--- src/rtl/bcd_ascii_converter.sv ---
// Sequential double-dabble binary-to-decimal converter with ASCII output and overflow flag.
// Optional leading-zero blanking is enabled by defining BCD_ASCII_BLANK_EN.
module bcd_ascii_converter #(
  parameter int unsigned WIDTH  = 12,
  parameter int unsigned DIGITS = 4
) (
  input  logic                  clk,
  input  logic                  rst_n,
  input  logic                  start,
  input  logic [WIDTH-1:0]      value,
  output logic                  busy,
  output logic                  done,
  output logic [8*DIGITS-1:0]   ascii,
  output logic                  overflow
);

  localparam int unsigned NI = (3 * WIDTH) / 10 + 1;
  localparam int unsigned NX = (NI > DIGITS) ? NI : DIGITS;
  localparam int unsigned CW = (WIDTH > 1) ? $clog2(WIDTH) : 1;

  localparam logic [1:0] StIdle  = 2'd0;
  localparam logic [1:0] StAdd3  = 2'd1;
  localparam logic [1:0] StShift = 2'd2;
  localparam logic [1:0] StDone  = 2'd3;

  function automatic logic [8*DIGITS-1:0] ascii_reset();
    logic [8*DIGITS-1:0] r;
    for (int k = 0; k < int'(DIGITS); k++) begin
`ifdef BCD_ASCII_BLANK_EN
      r[8*k +: 8] = (k == 0) ? 8'h30 : 8'h20;
`else
      r[8*k +: 8] = 8'h30;
`endif
    end
    return r;
  endfunction

  logic [1:0]          state_q, state_d;
  logic [WIDTH-1:0]    op_q, op_d;
  logic [4*NI-1:0]     bcd_q, bcd_d;
  logic [CW-1:0]       cnt_q, cnt_d;
  logic                busy_q, busy_d;
  logic                done_q, done_d;
  logic [8*DIGITS-1:0] ascii_q, ascii_d;
  logic                ovf_q, ovf_d;

  logic [4*NX-1:0]     bcd_ext;
  logic [8*DIGITS-1:0] ascii_c;
  logic                ovf_c;
  logic [3:0]          nib;
`ifdef BCD_ASCII_BLANK_EN
  logic                lead;
`endif

  // Zero-extend the BCD register so DIGITS > NI reads as leading zeros.
  always_comb begin
    bcd_ext            = '0;
    bcd_ext[4*NI-1:0]  = bcd_q;
    ovf_c              = 1'b0;
    for (int unsigned k = DIGITS; k < NX; k++) begin
      ovf_c = ovf_c | (|bcd_ext[4*k +: 4]);
    end
    ascii_c = '0;
    nib     = '0;
`ifdef BCD_ASCII_BLANK_EN
    lead = ~ovf_c;
`endif
    for (int k = int'(DIGITS) - 1; k >= 0; k--) begin
      nib                = bcd_ext[4*k +: 4];
      ascii_c[8*k +: 8]  = {4'h3, nib};
`ifdef BCD_ASCII_BLANK_EN
      if (lead && (k > 0) && (nib == 4'd0)) begin
        ascii_c[8*k +: 8] = 8'h20;
      end else begin
        lead = 1'b0;
      end
`endif
    end
  end

  always_comb begin
    state_d = state_q;
    op_d    = op_q;
    bcd_d   = bcd_q;
    cnt_d   = cnt_q;
    busy_d  = busy_q;
    done_d  = 1'b0;
    ascii_d = ascii_q;
    ovf_d   = ovf_q;
    case (state_q)
      StIdle: begin
        if (start) begin
          op_d    = value;
          bcd_d   = '0;
          cnt_d   = '0;
          busy_d  = 1'b1;
          state_d = StAdd3;
        end
      end
      StAdd3: begin
        for (int k = 0; k < int'(NI); k++) begin
          if (bcd_q[4*k +: 4] >= 4'd5) begin
            bcd_d[4*k +: 4] = bcd_q[4*k +: 4] + 4'd3;
          end
        end
        state_d = StShift;
      end
      StShift: begin
        {bcd_d, op_d} = {bcd_q, op_q} << 1;
        if (cnt_q == CW'(WIDTH - 1)) begin
          state_d = StDone;
        end else begin
          cnt_d   = cnt_q + 1'b1;
          state_d = StAdd3;
        end
      end
      StDone: begin
        ascii_d = ascii_c;
        ovf_d   = ovf_c;
        done_d  = 1'b1;
        busy_d  = 1'b0;
        state_d = StIdle;
      end
      default: state_d = StIdle;
    endcase
  end

  always_ff @(posedge clk or negedge rst_n) begin
    if (!rst_n) begin
      state_q <= StIdle;
      op_q    <= '0;
      bcd_q   <= '0;
      cnt_q   <= '0;
      busy_q  <= 1'b0;
      done_q  <= 1'b0;
      ascii_q <= ascii_reset();
      ovf_q   <= 1'b0;
    end else begin
      state_q <= state_d;
      op_q    <= op_d;
      bcd_q   <= bcd_d;
      cnt_q   <= cnt_d;
      busy_q  <= busy_d;
      done_q  <= done_d;
      ascii_q <= ascii_d;
      ovf_q   <= ovf_d;
    end
  end

  assign busy     = busy_q;
  assign done     = done_q;
  assign ascii    = ascii_q;
  assign overflow = ovf_q;

endmodule

--- config.mk ---
export PLATFORM = sky130hd
export DESIGN_NAME = bcd_ascii_converter
export DESIGN_NICKNAME = d
export VERILOG_FILES = /design/src/rtl/bcd_ascii_converter.sv
export SDC_FILE = /design/constraint.sdc
export NUM_CORES = 1
export LEC_CHECK = 0
export ABC_AREA = 1
export CAP_MARGIN = 20
export CORE_ASPECT_RATIO = 0.9
export CORE_MARGIN = 2
export CORE_UTILIZATION = 55
export DETAILED_ROUTE_END_ITERATION = 12
export PLACE_DENSITY = 0.83
export SLEW_MARGIN = 0
export SYNTH_ARGS = -nofsm -noshare
export SYNTH_HDL_FRONTEND = slang
export SYNTH_SLANG_ARGS = --single-unit
--- constraint.sdc ---
create_clock -name clk -period 2.1 [get_ports clk]
set_input_delay 0.42 -clock clk [delete_from_list [all_inputs] [get_ports clk]]
set_output_delay 0.42 -clock clk [all_outputs]
set_load 0.01 [all_outputs]
==> key figures, run 1 <==
Setup path
  – Worst EP arrival: 1.95 ns
  – CP cell instances: inv_1 > ha_1 > inv_2 > o21ai_2 > nand2_1 > nand2_1 > o21ai_1
  – Worst-path fanout max: 13
  – Worst EP required: 2.30 ns
  – Most used cell, CP: nand2_1
  – Worst reg-to-reg path cell count: 7
  – CP startpoint kind: flop
  – Setup CP Type: flop to flop
  – Crit. End Element: flop
  – CP max stage cell: dfrtp_1
  – Slowest Stage Delay on Critical Path: 0.42 ns

Yosys
  – Most used DFF post-synth: dfrtp_1
  – Synthesis Warnings: 0
  – Top-area cell type share of the netlist area: 46.57%
  – Synthesized area per cell: 7.826 sq um
  – Synth top area cells: dfrtp_1 (47%), nand2_1 (19%), ha_1 (6.3%)
  – Synth Instances: 357
  – Flops & latches, synth: 52
  – Synth Cell Area: 0.002794 sq mm
  – Yosys top cell by area: dfrtp_1
  – Register area share after synthesis: 46.57%
  – Post-synth EDFFs: 0
  – Ys async rst share: 100.0%
  – Netlist cell types: 23

Clocking
  – Resized cells post-CTS: 0
  – Clock latency on the worst-skew pair: 0.31 ns
  – Clock transition at path regs: 0.10 ns
  – Post-CTS Setup Repair Bufs: 0
  – Root buffer cell: clkbuf_8
  – Clock Sinks: 52
  – CTS tree: done
  – # hold bufs at CTS: 0
  – Num CTS Buffers: 5
  – Clock Path Buffers: 2
  – H-tree levels: 2

Finish
  – Multi-input logic area: 0.001239 sq mm
  – Layout area overhead: 14.55%
  – FF+latch area: 0.001301 sq mm
  – Number of antenna repair diodes: 0
  – FILL cells: 399
  – Fraction of layout instances using a drive strength above 1: 6.995%
  – Final net count: 414

Route
  – Avg WL per Cell: 12.14 um
  – Antenna-violating nets left: 0
  – Final WL: 5474 um
  – Initial DRC Count: 173
  – Vias post-DR: 2257
  – Drt pass-1 iters: 4
  – DRC Markers: 0
  – Via density: 5.004

Pwr
  – PwrDens: 1404 mW/mm^2
  – Clock network power share: 13.4%
  – Lkg Pwr: 1.619 nW
  – Power share of the combinational group: 49.9%
  – Sw frac: 44.70%
  – VDD IR max: 0.0006277 V
  – Reg power frac: 36.7%
  – Sw Pwr: 2.009 mW
  – Internal Power: 2.485 mW

Floorplan
  – Initial Utilization: 57.43%
  – Top Ports: 50
  – Row Count: 24
  – Die width: 79.13 um
  – Die H: 71.62 um
  – Die footprint: 0.005667 sq mm
  – Core footprint: 0.004865 sq mm

Global route
  – Gr ovfl total: 0
  – All-layer global routing usage: 21.02%
  – Global-route wire length before repair: 9225 um
  – Largest net degree at the start of global routing: 53
  – Vias in the first global route: 2030
  – Initial antenna violation count: 0

Timing
  – Hold Slack: 0.08421 ns
  – Fmax: 573.4 MHz
  – Tmin final: 1.744 ns
  – Final Skew: 0.006252 ns
  – Final hold violation count: 0
  – Max-slew violations: 0
  – RSZ-0062 raised after global routing: false
  – Fin Setup TNS: 0 ns
  – Final setup viols: 0
  – Final worst-path cycle share: 83.05%

Placement
  – Dpl hpwl: 3865 um
  – Final Wtd Congestion: 0.8190
  – IO buf count: 32

Run status
  – Status: finished, final reports clean

Job
  – Max Cap Violations: 0

Worst hold path
  – Min-delay worst type: primary input to async pin
Yosys cell counts (2+ instances only):
cell,n
ha_1,14
clkbuf_1,5
conb_1,2
dfrtp_1,52
buf_4,18
o21ai_1,19
nand2_1,138
a31oi_1,11
buf_2,8
nand3_1,14
o22ai_1,13
inv_1,26
inv_2,5
nor2_1,19
nor2_2,2
o21ai_2,4
state kept, by name (all words and copies together) (netlist names):
| name | cells |
|---|---|
| done | 1 |
| ascii | 16 |
| cnt_q | 4 |
| state_q | 2 |
| op_q | 12 |
| bcd_ext | 16 |
| busy | 1 |
metal layers:
metal	global-route usage (%)	up-vias	part of all wire (%)	wire, um
li1	-	1151	-	-
met1	28.15	1038	47	2558
met2	34.37	61	47	2591
met3	3.904	7	4.5	244
met4	8.046	0	1.4	79
met5	0	-	0	0
layout make-up:
type	count	share of cell area, %
Inverter	31	3.636
Multi-Input combinational cell	258	38.70
Clock inverter	2	0.4691
Clock buffer	6	2.580
Timing Repair Buffer	37	11.42
Sequential cell	52	40.66
Tap cell	65	2.541
per-stage QoR:
step	utilization, %	cell area, sq um	total power [mW]	instances	worst slack [ns]
CTS	65.79	3201	4.511	451	0.3361
global placement	63.79	3103	3.814	443	0.3361
floorplan	-	2850	3.249	372	0.6875
detailed placement	63.79	3103	3.908	443	0.3003
global route	65.79	3201	4.885	451	0.1543
finish	65.79	3201	4.494	451	0.3559
cell families (layout without fill, tap and decap cells):
kind of cell | Yosys count | count (layout) | synth area share, %
adder cells (fa/ha/maj) | 14 | 14 | 6.270
AO/OA/AOI/OAI | 50 | 50 | 10.66
flip-flops | 52 | 52 | 46.57
buffers and inverters | 62 | 76 | 11.11
other | 2 | 17 | 0.2688
AND/OR/NAND/NOR | 177 | 177 | 25.12
power groups by stage:
stage,sequential (mW),clock [mW],combinational [mW]
4_1_cts,1.65,0.610,2.25
5_1_grt,1.70,0.647,2.54
3_3_place_gp,1.65,0,2.17
2_1_floorplan,1.62,0,1.63
6_report,1.65,0.603,2.24
3_5_place_dp,1.66,0,2.25
worst paths after layout:
kind | start | slack (ns) | end
setup / recovery | state_q[0]$_DFFE_PN0P_ | 0.36 | cnt_q[1]$_DFFE_PN0P_
hold / removal | rst_n | 0.08 | bcd_ext[0]$_DFFE_PN0P_
hold reg to reg | ascii[26]$_DFFE_PN0P_ | 0.48 | ascii[26]$_DFFE_PN0P_
setup reg to reg | state_q[0]$_DFFE_PN0P_ | 0.36 | cnt_q[1]$_DFFE_PN0P_
min in group clk | ascii[26]$_DFFE_PN0P_ | 0.48 | ascii[26]$_DFFE_PN0P_
max in group asynchronous | rst_n | 1.79 | bcd_ext[14]$_DFFE_PN0P_
placed cells by master, fill, tap and decap left out, types with 5 or more instances in the layout:
cell,synthesis,final
o21ai_1,19,19
nand3_1,14,14
nand2_1,138,138
a31oi_1,11,11
dfrtp_1,52,52
inv_2,5,5
inv_1,26,26
clkbuf_8,0,6
conb_1,2,17
ha_1,14,14
o22ai_1,13,13
clkdlybuf4s50_1,0,31
nor2_1,19,19
critical path: cells and delay by family (launching register included):
kind	cells	cell delay [ns]
simple gates	2	0.39
compound gates	2	0.45
fa+ha+maj	1	0.20
flops	1	0.42
buf+inv	2	0.18
Note: power is estimated with default switching activity, not from simulation.
==> run 2, diff against run 1 <==
--- a/config.mk
+++ b/config.mk
@@ -9,9 +9,9 @@
 export CAP_MARGIN = 20
 export CORE_ASPECT_RATIO = 0.9
 export CORE_MARGIN = 2
-export CORE_UTILIZATION = 55
+export CORE_UTILIZATION = 53
 export DETAILED_ROUTE_END_ITERATION = 12
-export PLACE_DENSITY = 0.83
+export PLACE_DENSITY = 0.8
 export SLEW_MARGIN = 0
 export SYNTH_ARGS = -nofsm -noshare
 export SYNTH_HDL_FRONTEND = slang
==> constraint.sdc (replaced) <==
create_clock -name clk -period 1.8 [get_ports clk]
set_input_delay 0.36 -clock clk [delete_from_list [all_inputs] [get_ports clk]]
set_output_delay 0.36 -clock clk [all_outputs]
set_load 0.01 [all_outputs]
==> run 2 against run 1 <==
  * Fmax is 4.5% higher
  * Total power is 19% higher
  * Die area is 3.6% higher
  * Final cell count is 1.3% higher
  * Non-clock buffer count is 4 higher
  * Highest routed layer unchanged
==> key figures, run 2 (same netlist as run 1, synthesis figures left out) <==
Timing
  – Fmax: 599.3 MHz (+4.5%)
  – Max-slew violations: 0 (unchanged)
  – Fin Setup TNS: 0 ns (unchanged)
  – Final hold violation count: 0 (unchanged)
  – Setup ws final: 0.1313 ns (-0.2246 ns)
  – RSZ-0062 raised after global routing: false
  – Final Skew: 0.01002 ns (+0.003773 ns)
  – Final setup viols: 0 (unchanged)
  – Tmin final: 1.669 ns (-0.07538 ns)
  – Final worst-path cycle share: 92.71% (+9.7 points)

Setup path
  – Worst EP arrival: 1.88 ns (-0.07 ns)
  – Worst-path fanout max: 5 (-8)
  – Top delay family on crit path: simple AND/OR/NAND/NOR gates
  – Worst EP required: 2.01 ns (-0.29 ns)
  – Number of buffers and inverters on the critical path: 2 (unchanged)
  – Slowest Stage Delay on Critical Path: 0.42 ns (about the same)
  – Reg2reg start: state_q[0]$_DFFE_PN0P_
  – WP depth: 9 (+2)
  – RR Endpoint: bcd_ext[7]$_DFFE_PN0P_
  – R2R Setup Slk: 0.13 ns (-0.22 ns)
  – Setup CP Type: flop to flop
  – Most used cell, CP: nand2_1
  – CP cell instances: inv_1 > ha_2 > inv_2 > nor2_2 > nor2_4 > nand2_1 > nor2_2 > nand2_1 > nand2_1
  – CP startpoint kind: flop
  – Worst reg-to-reg path cell count: 9 (+2)
  – Worst setup endpoint: bcd_ext[7]$_DFFE_PN0P_
  – CP max stage cell: dfrtp_1
  – Crit path from: state_q[0]$_DFFE_PN0P_
  – Crit. End Element: flop

Placement
  – Dpl cells: 448 (+1.1%)
  – IO buf count: 32 (unchanged)
  – Placement Setup Slack: 0.03368 ns (-0.2667 ns)
  – Final Wtd Congestion: 0.8397 (+2.5%)
  – Dpl hpwl: 4047 um (+4.7%)
  – Placed cell area: 0.003128 sq mm (+0.81%)

Floorplan
  – Row Count: 25 (+4.2%)
  – Die footprint: 0.005869 sq mm (+3.6%)
  – Core footprint: 0.005161 sq mm (+6.1%)
  – Initial Utilization: 54.13% (-3.3 points)
  – Die width: 80.53 um (+1.8%)
  – Top Ports: 50 (unchanged)
  – Die H: 72.88 um (+1.8%)

Finish
  – Layout area overhead: 16.26%
  – Final net count: 418 (+0.97%)
  – Commonest non-fill, non-tap cell in the layout: nand2_1
  – Number of antenna repair diodes: 0 (unchanged)
  – Fraction of layout instances using a drive strength above 1: 8.718% (+1.7 points)
  – Final Cell Area: 0.003248 sq mm (+1.5%)
  – Most frequent cells in the layout: nand2_1 (137), dfrtp_1 (52), clkdlybuf4s50_1 (31)
  – Finished Layout Cells: 457 (+1.3%)

Job
  – Max Cap Violations: 0 (unchanged)

Route
  – Via density: 5.085 (+1.6%)
  – Avg WL per Cell: 12.44 um (+2.5%)
  – Vias post-DR: 2324 (+3.0%)
  – Initial DRC Count: 196 (+13%)
  – Antenna-violating nets left: 0 (unchanged)
  – Final WL: 5685 um (+3.9%)
  – DRC Markers: 0 (unchanged)
  – Drt pass-1 iters: 4 (unchanged)

Global route
  – Vias in the first global route: 2142 (+5.5%)
  – Global-route wire length before repair: 9673 um (+4.9%)
  – Largest net degree at the start of global routing: 37 (-30%)
  – Initial antenna violation count: 0 (unchanged)
  – All-layer global routing usage: 21.13% (+0.12 points)
  – Gr ovfl total: 0 (unchanged)

Clocking
  – Clock transition at path regs: 0.09 ns (about the same)
  – Clock Path Buffers: 2 (unchanged)
  – CTS tree: done
  – Num CTS Buffers: 5 (unchanged)
  – H-tree levels: 2 (unchanged)
  – Root buffer cell: clkbuf_8
  – Clock latency on the worst-skew pair: 0.31 ns (about the same)
  – Clock Sinks: 52 (unchanged)

Pwr
  – VDD IR max: 0.0006285 V (+0.13%)
  – Lkg Pwr: 1.646 nW (+1.7%)
  – PwrDens: 1648 mW/mm^2 (+17%)

Run status
  – Status: finished, final reports clean

Worst hold path
  – Min-delay worst type: flop to flop
[run 2: cell types whose count changed in the layout (fill, tap and decap cells not counted), sizes merged]
| cell | before | now |
|---|---|---|
| dlygate4sd3 | 0 | 1 |
| clkinvlp | 2 | 0 |
| buf | 6 | 9 |
| clkinv | 0 | 2 |
[run 2: tightest hold or removal path, cell delays in order, from the launching register on]
cell	delay, ns
dfrtp_1	0.35
nand2_1	0.05
nand2_1	0.04
[run 2: worst min-delay path by stage]
| stage | startpoint | endpoint | slack [ns] | depth (start not counted) |
|---|---|---|---|---|
| 6_report | ascii[2]$_DFFE_PN0P_ | ascii[2]$_DFFE_PN0P_ | 0.48 | 2 |
| 5_1_grt | ascii[18]$_DFFE_PN0P_ | ascii[18]$_DFFE_PN0P_ | 0.51 | 2 |
| 4_1_cts | ascii[2]$_DFFE_PN0P_ | ascii[2]$_DFFE_PN0P_ | 0.48 | 2 |
| 3_5_place_dp | rst_n | ascii[17]$_DFFE_PN0P_ | 0.32 | 1 |
| 3_3_place_gp | rst_n | ascii[17]$_DFFE_PN0P_ | 0.31 | 1 |
| 2_1_floorplan | rst_n | ascii[0]$_DFFE_PN0P_ | 0.06 | 0 |
[run 2: layout make-up]
type | count | area (sq um)
Sequential cell | 52 | 1301
Clock buffer | 6 | 82.58
Timing Repair Buffer | 41 | 397.9
Tap cell | 67 | 83.83
Inverter | 31 | 116.4
Clock inverter | 2 | 10.01
Multi-Input combinational cell | 258 | 1256
Fill cell | 439 | 1913
[run 2: repair_timing]
action,in CTS,in global routing
setup endpoints to repair,0,11
hold buffers,1,0
setup buffers,0,0
resized for setup,0,5
endpoints found under the hold margin,16,0
[run 2: stage by stage]
stage	power, mW	util, %	hold WS, ns
6_report	5.354	62.93	0.4792
3_5_place_dp	4.609	60.61	0.3186
3_3_place_gp	4.510	60.61	0.3124
2_1_floorplan	3.790	-	0.06441
5_1_grt	5.863	62.93	0.5078
4_1_cts	5.304	62.59	0.4831
[run 2: layer usage]
layer  vias up  GRT usage (%)  part of all wire, %
li1       1163              -                    -
met1      1078          29.52                   46
met2        71          33.80                   46
met3        12          2.723                  5.2
met4         0          8.286                  2.1
met5         -              0                    0
[run 2: power breakdown]
group	switching, mW	internal (mW)
Clock	0.382	0.308
Combinational	1.69	1.05
Sequential	0.322	1.60
Total	2.39	2.96
